==> config.mk <==
export PLATFORM = sky130hd
export DESIGN_NAME = fb_scan_reader_flat
export DESIGN_NICKNAME = d
export VERILOG_FILES = /design/src/rtl/fb_pkg.sv /design/src/rtl/fb_scan_reader_if.sv /design/src/rtl/fb_skid_fifo.sv /design/src/rtl/fb_scan_reader.sv /design/src/flat_wrapper.sv
export SDC_FILE = /design/constraint.sdc
export NUM_CORES = 1
export LEC_CHECK = 0
export CAP_MARGIN = 20
export CORE_MARGIN = 3
export CORE_UTILIZATION = 51
export CTS_BUF_LIST = sky130_fd_sc_hd__clkbuf_4
export CTS_CLUSTER_SIZE = 24
export DETAILED_ROUTE_END_ITERATION = 10
export PLACE_DENSITY = 0.78
export SLEW_MARGIN = 20
export SYNTH_ARGS = -nofsm -noshare
export SYNTH_HDL_FRONTEND = slang
export SYNTH_SLANG_ARGS = --single-unit
==> constraint.sdc <==
create_clock -name clk -period 2.5 [get_ports clk]
set_input_delay 0.375 -clock clk [delete_from_list [all_inputs] [get_ports clk]]
set_output_delay 0.375 -clock clk [all_outputs]
set_load 0.01 [all_outputs]
==> src/rtl/fb_pkg.sv <==
// Shared frame-buffer constants, read-scanner state encoding and pixel tag record.
package fb_pkg;

   localparam int FB_WIDTH  = 640;
   localparam int FB_HEIGHT = 480;
   localparam int FB_PIXELS = FB_WIDTH * FB_HEIGHT;
   localparam int FB_X_W    = 10;
   localparam int FB_Y_W    = 9;

   typedef enum logic [1:0] {
      IDLE,
      ISSUE,
      DRAIN
   } fb_rd_state_t;

   // Coordinates and frame markers that travel alongside each pixel.
   typedef struct packed {
      logic [FB_X_W-1:0] x;
      logic [FB_Y_W-1:0] y;
      logic              sof;
      logic              eof;
   } fb_tag_t;

endpackage

==> src/rtl/fb_scan_reader_if.sv <==
// Frame RAM read port plus the tagged pixel stream toward the display/replay path.
interface fb_scan_reader_if
   import fb_pkg::*;
#(
   parameter int PIX_W = 1
);
   logic              rd_en;
   logic [FB_X_W-1:0] rd_x;
   logic [FB_Y_W-1:0] rd_y;
   logic [PIX_W-1:0]  rd_data;

   logic              out_valid;
   logic              out_ready;
   logic [PIX_W-1:0]  out_pixel;
   logic [FB_X_W-1:0] out_x;
   logic [FB_Y_W-1:0] out_y;
   logic              out_sof;
   logic              out_eof;

   modport master (
      output rd_en, rd_x, rd_y,
      input  rd_data,
      output out_valid, out_pixel, out_x, out_y, out_sof, out_eof,
      input  out_ready
   );

   modport slave (
      input  rd_en, rd_x, rd_y,
      output rd_data,
      input  out_valid, out_pixel, out_x, out_y, out_sof, out_eof,
      output out_ready
   );
endinterface

==> src/rtl/fb_skid_fifo.sv <==
// Two-entry register FIFO holding returned pixels with their tags until the stream accepts them.
module fb_skid_fifo
   import fb_pkg::*;
#(
   parameter int PIX_W = 1
) (
   input  logic             clk,
   input  logic             reset,
   input  logic             push,
   input  logic [PIX_W-1:0] push_pixel,
   input  fb_tag_t          push_tag,
   input  logic             pop,
   output logic [PIX_W-1:0] head_pixel,
   output fb_tag_t          head_tag,
   output logic [1:0]       occ
);

   logic [PIX_W-1:0] pix_mem [2];
   fb_tag_t          tag_mem [2];
   logic             wr_ptr;
   logic             rd_ptr;

   always_ff @(posedge clk) begin
      if (reset) begin
         wr_ptr <= 1'b0;
         rd_ptr <= 1'b0;
         occ    <= 2'd0;
      end else begin
         if (push) wr_ptr <= ~wr_ptr;
         if (pop)  rd_ptr <= ~rd_ptr;
         occ <= occ + {1'b0, push} - {1'b0, pop};
      end
   end

   // NOTE: storage is deliberately not reset; occ qualifies the head, so stale entries are never observed.
   always_ff @(posedge clk) begin
      if (push) begin
         pix_mem[wr_ptr] <= push_pixel;
         tag_mem[wr_ptr] <= push_tag;
      end
   end

   assign head_pixel = pix_mem[rd_ptr];
   assign head_tag   = tag_mem[rd_ptr];

endmodule

==> src/rtl/fb_scan_reader.sv <==
// Column-major frame buffer read scanner: credit-limited RAM reads feeding a valid/ready pixel stream.
module fb_scan_reader
   import fb_pkg::*;
#(
   parameter int WIDTH  = FB_WIDTH,
   parameter int HEIGHT = FB_HEIGHT,
   parameter int PIX_W  = 1
) (
   input  logic             clk,
   input  logic             reset,
   input  logic             start,
   fb_scan_reader_if.master bus,
   output logic             busy,
   output logic             frame_done
);

   localparam logic [FB_X_W-1:0] X_LAST = FB_X_W'(WIDTH - 1);
   localparam logic [FB_Y_W-1:0] Y_LAST = FB_Y_W'(HEIGHT - 1);

   fb_rd_state_t      state;
   logic [FB_X_W-1:0] x_q;
   logic [FB_Y_W-1:0] y_q;
   logic              inflight_q;
   fb_tag_t           tag_q;
   fb_tag_t           head_tag;
   logic [1:0]        occ;
   logic [2:0]        credit;
   logic              pop;
   logic              issue;
   logic              last_addr;
   logic              drain_done;

   // Entries the FIFO must still absorb after this cycle's pop; a new read needs one free slot.
   assign pop        = bus.out_valid & bus.out_ready;
   assign credit     = {1'b0, occ} - {2'b0, pop} + {2'b0, inflight_q};
   assign issue      = (state == ISSUE) && (credit < 3'd2);
   assign last_addr  = (x_q == X_LAST) && (y_q == Y_LAST);
   assign drain_done = (state == DRAIN) && !inflight_q && (credit == 3'd0);

   assign bus.rd_en = issue;
   assign bus.rd_x  = x_q;
   assign bus.rd_y  = y_q;

   fb_skid_fifo #(
      .PIX_W (PIX_W)
   ) u_fifo (
      .clk        (clk),
      .reset      (reset),
      .push       (inflight_q),
      .push_pixel (bus.rd_data),
      .push_tag   (tag_q),
      .pop        (pop),
      .head_pixel (bus.out_pixel),
      .head_tag   (head_tag),
      .occ        (occ)
   );

   assign bus.out_valid = (occ != 2'd0);
   assign bus.out_x     = head_tag.x;
   assign bus.out_y     = head_tag.y;
   assign bus.out_sof   = bus.out_valid & head_tag.sof;
   assign bus.out_eof   = bus.out_valid & head_tag.eof;

   always_ff @(posedge clk) begin
      if (reset) begin
         state      <= IDLE;
         x_q        <= '0;
         y_q        <= '0;
         inflight_q <= 1'b0;
         tag_q      <= '0;
         busy       <= 1'b0;
         frame_done <= 1'b0;
      end else begin
         inflight_q <= issue;
         frame_done <= 1'b0;
         if (issue) begin
            tag_q <= '{x: x_q, y: y_q, sof: (x_q == '0) && (y_q == '0), eof: last_addr};
         end

         case (state)
            IDLE: begin
               // A start coinciding with the completion pulse is held off by one cycle.
               if (start && !frame_done) begin
                  state <= ISSUE;
                  x_q   <= '0;
                  y_q   <= '0;
                  busy  <= 1'b1;
               end
            end
            ISSUE: begin
               if (issue) begin
                  if (last_addr) begin
                     state <= DRAIN;
                  end else if (y_q == Y_LAST) begin
                     y_q <= '0;
                     x_q <= x_q + 1'b1;
                  end else begin
                     y_q <= y_q + 1'b1;
                  end
               end
            end
            DRAIN: begin
               if (drain_done) begin
                  state      <= IDLE;
                  busy       <= 1'b0;
                  frame_done <= 1'b1;
               end
            end
            default: state <= IDLE;
         endcase
      end
   end

endmodule

==> src/flat_wrapper.sv <==
// flat-port wrapper written by rule: the top's interface ports become plain ports
module fb_scan_reader_flat import fb_pkg::*;
#(
   parameter int WIDTH  = FB_WIDTH,
   parameter int HEIGHT = FB_HEIGHT,
   parameter int PIX_W  = 1
)
  (clk, reset, start, busy, frame_done, bus_rd_en, bus_rd_x, bus_rd_y, bus_rd_data, bus_out_valid, bus_out_pixel, bus_out_x, bus_out_y, bus_out_sof, bus_out_eof, bus_out_ready);
  fb_scan_reader_if #(.PIX_W(PIX_W)) bus_i ();
  input  logic clk;
  input  logic reset;
  input  logic start;
  output logic busy;
  output logic frame_done;
  output wire logic [$bits(bus_i.rd_en)-1:0] bus_rd_en;
  output wire logic [$bits(bus_i.rd_x)-1:0] bus_rd_x;
  output wire logic [$bits(bus_i.rd_y)-1:0] bus_rd_y;
  input wire logic [$bits(bus_i.rd_data)-1:0] bus_rd_data;
  output wire logic [$bits(bus_i.out_valid)-1:0] bus_out_valid;
  output wire logic [$bits(bus_i.out_pixel)-1:0] bus_out_pixel;
  output wire logic [$bits(bus_i.out_x)-1:0] bus_out_x;
  output wire logic [$bits(bus_i.out_y)-1:0] bus_out_y;
  output wire logic [$bits(bus_i.out_sof)-1:0] bus_out_sof;
  output wire logic [$bits(bus_i.out_eof)-1:0] bus_out_eof;
  input wire logic [$bits(bus_i.out_ready)-1:0] bus_out_ready;
  assign bus_rd_en = bus_i.rd_en;
  assign bus_rd_x = bus_i.rd_x;
  assign bus_rd_y = bus_i.rd_y;
  assign bus_i.rd_data = bus_rd_data;
  assign bus_out_valid = bus_i.out_valid;
  assign bus_out_pixel = bus_i.out_pixel;
  assign bus_out_x = bus_i.out_x;
  assign bus_out_y = bus_i.out_y;
  assign bus_out_sof = bus_i.out_sof;
  assign bus_out_eof = bus_i.out_eof;
  assign bus_i.out_ready = bus_out_ready;
  fb_scan_reader #(.WIDTH(WIDTH), .HEIGHT(HEIGHT), .PIX_W(PIX_W)) u_core (.clk(clk), .reset(reset), .start(start), .bus(bus_i), .busy(busy), .frame_done(frame_done));
endmodule
==> results.yml <==
final_layout:
  num_antenna_cells: 0
  final_cell_mix: "dfxtp_1, clkdlybuf4s50_1, edfxtp_1"
  syn_to_final_growth_pct: 31.0
  nNetsFinal: 432
  drive_gt1_share_pct: 27.1
  postLayoutCoreUtil_pct: 71.5
critical_path:
  endpoint_kind: "flop"
  cpMostUsedCell: "ha_4"
  critical_path_class: "reg2reg"
  crit_required_ns: 2.87
  path_max_fanout: 3
  cp-start-kind: "flop"
  worst_path_max_delay_cell: "or4_4"
  critPathArrivalTime_ns: 3.10
  worst_path_largest_cell_delay_ns: 0.42
  crit_path_cell_trace: "nor2_4, nor2b_4, ha_4, inv_2, ha_4, fa_2, xor2_2, buf_6, a31oi_4, a31o_4, or4_4, a21oi_2"
drt:
  ant_nets: 0
  num_vias: 2988
  drt-total-wl_mm: 8.87
  wl_per_cell_um: 17.0
  remaining_drc_errors: 0
  drtIter0Drc: 205
  vias_per_cell: 5.74
  drtPass1Iterations: 5
global_route:
  grt_usage_pct: 20.1
  antenna_found_initial: 0
  grt_pass1_wl_mm: 13.6
  grt-ovfl-total: 0
  grt_max_degree: 34
  grt_pass1_vias: 2888
clock_tree:
  cts.sinks: 94
  cts_buffers: 9
  insertion_delay_ns: 0.43
  clockRootBuffer: "clkbuf_4"
  cts_tree: "built"
  clk_pin_slew_worst_paths_ns: 0.15
  cts_buffer_depth: 2
  cts_max_level: 3
synth:
  synth_edf_count: 44
  syn_avg_cell_area_sq_um: 11.1
  ys_async_sr_fraction_pct: 0
  synth_cell_types: 49
  syn-num-nets: 357
  synth_flop_cell: "dfxtp_1"
  synth-warning-count: 0
  syn-instance-count: 345
  yosys_register_bits: 94
  synthesis.area_sq_mm: 0.00383
  ys_seq_area_share_pct: 60.6
timing:
  maxSlewViolCount: 0
  setup_viol: 19
  finalHoldViolCount: 0
  relSlewSlack_pct: 42.1
  rsz0062_at_grt: "true"
  max_freq_mhz: 366
  fin_crit_sh_pct: 109
  tightest_slew_ns: 0.866
  layout_min_cycle_time_ns: 2.73
  fin_ws_ns: -0.235
  skew_ns: 0.0184
hold_path:
  hold_path_class: "reg2reg"
floorplan:
  die_area_sq_mm: 0.00859
  core_area_sq_mm: 0.00702
  fp-row-count: 30
  die_x_um: 92.7
  die_y_um: 92.7
  ioPinCount: 50
  start_util_pct: 54.6
placed_design:
  port_buffers: 49
  gp_congestion: 0.866
  dp_slack_ns: -0.651
  dp_hpwl_mm: 5.35
power:
  power.switching_mw: 1.42
  leakage_nw: 1.76
  fin_total_pwr_mw: 4.29
  seq_power_share_pct: 43.1
  p_per_area_mw_per_mm2: 855
  pwr-share-clk_pct: 17.1
  ir_worst_vdd_mv: 0.459
  combPwrFrac_pct: 39.8
  switching_share_pct: 33.1
  p_int_mw: 2.87
run:
  maxCapViolCount: 0
run_status:
  violations: "setup timing"
  status: "finished with violations"
## layer usage
| layer | share of wire [%] | global-route usage (%) | vias to the layer above |
|---|---|---|---|
| met5 | 0 | 0 | - |
| li1 | - | - | 1406 |
| met1 | 43 | 25.8 | 1411 |
| met3 | 6.1 | 3.98 | 39 |
| met4 | 3.8 | 9.89 | 0 |
| met2 | 47 | 32.6 | 132 |
## cell usage after synthesis (all sizes together), types with 4 or more instances
cell	instances	area share, %
nor2	20	2.0
nor4	4	0.65
edfxtp	44	34
and3	7	1.3
a21oi	22	2.9
o21ai	20	2.6
a31o	5	1.1
clkbuf	9	0.91
inv	14	1.4
nand2	46	4.5
buf	6	0.75
nand3	13	1.7
o31ai	7	1.4
a31oi	7	1.3
dfxtp	50	26
nor3	4	0.52
ha	6	2.0
mux2	20	5.9
## registers in the layout (all words and copies together), names as in the netlist, named ones only
register and cells:
u_core.frame_done 1, u_core.inflight_q 1, u_core.u_fifo.occ 2, u_core.bus.rd_y 9, u_core.state 2, u_core.bus.rd_x 10, u_core.u_fifo.tag_mem 42, u_core.u_fifo.rd_ptr 1
u_core.u_fifo.wr_ptr 1, u_core.busy 1, u_core.u_fifo.pix_mem 2, u_core.tag_q 21
## metrics by stage
| stage | std cells | area (sq um) | hold slack [ns] | setup TNS (ns) |
|---|---|---|---|---|
| floorplan | 345 | 3850 | 0.425 | -0.00151 |
| global placement | 496 | 4550 | 0.434 | -10.98 |
| detailed placement | 496 | 4550 | 0.442 | -17.13 |
| CTS | 516 | 4880 | 0.476 | -1.07 |
| global route | 521 | 5020 | 0.488 | -4.50 |
| finish | 521 | 5020 | 0.469 | -2.07 |
## logic make-up after synthesis
logic type | count (synthesis) | share of synthesized area [%]
and+or+nand+nor | 119 | 15.6
DFF | 94 | 60.6
AOI/OAI and AO/OA | 70 | 11.1
buffers and inverters | 30 | 3.14
muxes | 22 | 6.40
adders and majority gates | 7 | 2.48
xor gates and xnor gates | 3 | 0.686
## cell type report
type	count	area (sq um)
fill	479	2000
sequential	94	2330
multi-input combinational	222	1660
timing repair buffer	78	739
clock inverter	6	43.8
clock buffer	10	75.1
inverter	15	56.3
tap	96	120
## power groups by stage
stage / Combinational, mW / Clock, mW / Sequential (mW)
CTS: 1.51 / 0.749 / 1.84
finish: 1.71 / 0.735 / 1.85
global placement: 1.31 / 0 / 1.86
detailed placement: 1.33 / 0 / 1.87
floorplan: 0.725 / 0 / 1.87
global route: 1.82 / 0.805 / 1.87
## worst paths after layout
path	endpoint	cells after the start	slack [ns]	start
max	u_core.bus.rd_y[4]	12	-0.23	u_core.u_fifo.occ[0]
min	u_core.u_fifo.tag_mem[0][20]	0	0.47	u_core.tag_q[20]
max reg2reg	u_core.bus.rd_y[4]	12	-0.23	u_core.u_fifo.occ[0]
min reg2reg	u_core.u_fifo.tag_mem[0][20]	0	0.47	u_core.tag_q[20]
## worst max-delay path: cells and delay by family, from the launching register on
kind,cells,cell delay [ns]
buffers and inverters,2,0.20
flip-flops,1,0.36
AO/OA/AOI/OAI,3,0.51
adder cells (fa/ha/maj),3,0.75
AND/OR/NAND/NOR,3,0.62
XOR/XNOR,1,0.22
## what timing repair did
item	4_1_cts	5_1_grt
cloned	2	0
buffers inserted	2	6
resized for setup	52	24
setup endpoints to repair	22	23
hold buffers	0	0
pin swaps	22	14
Note: power is estimated with default switching activity, not from simulation.
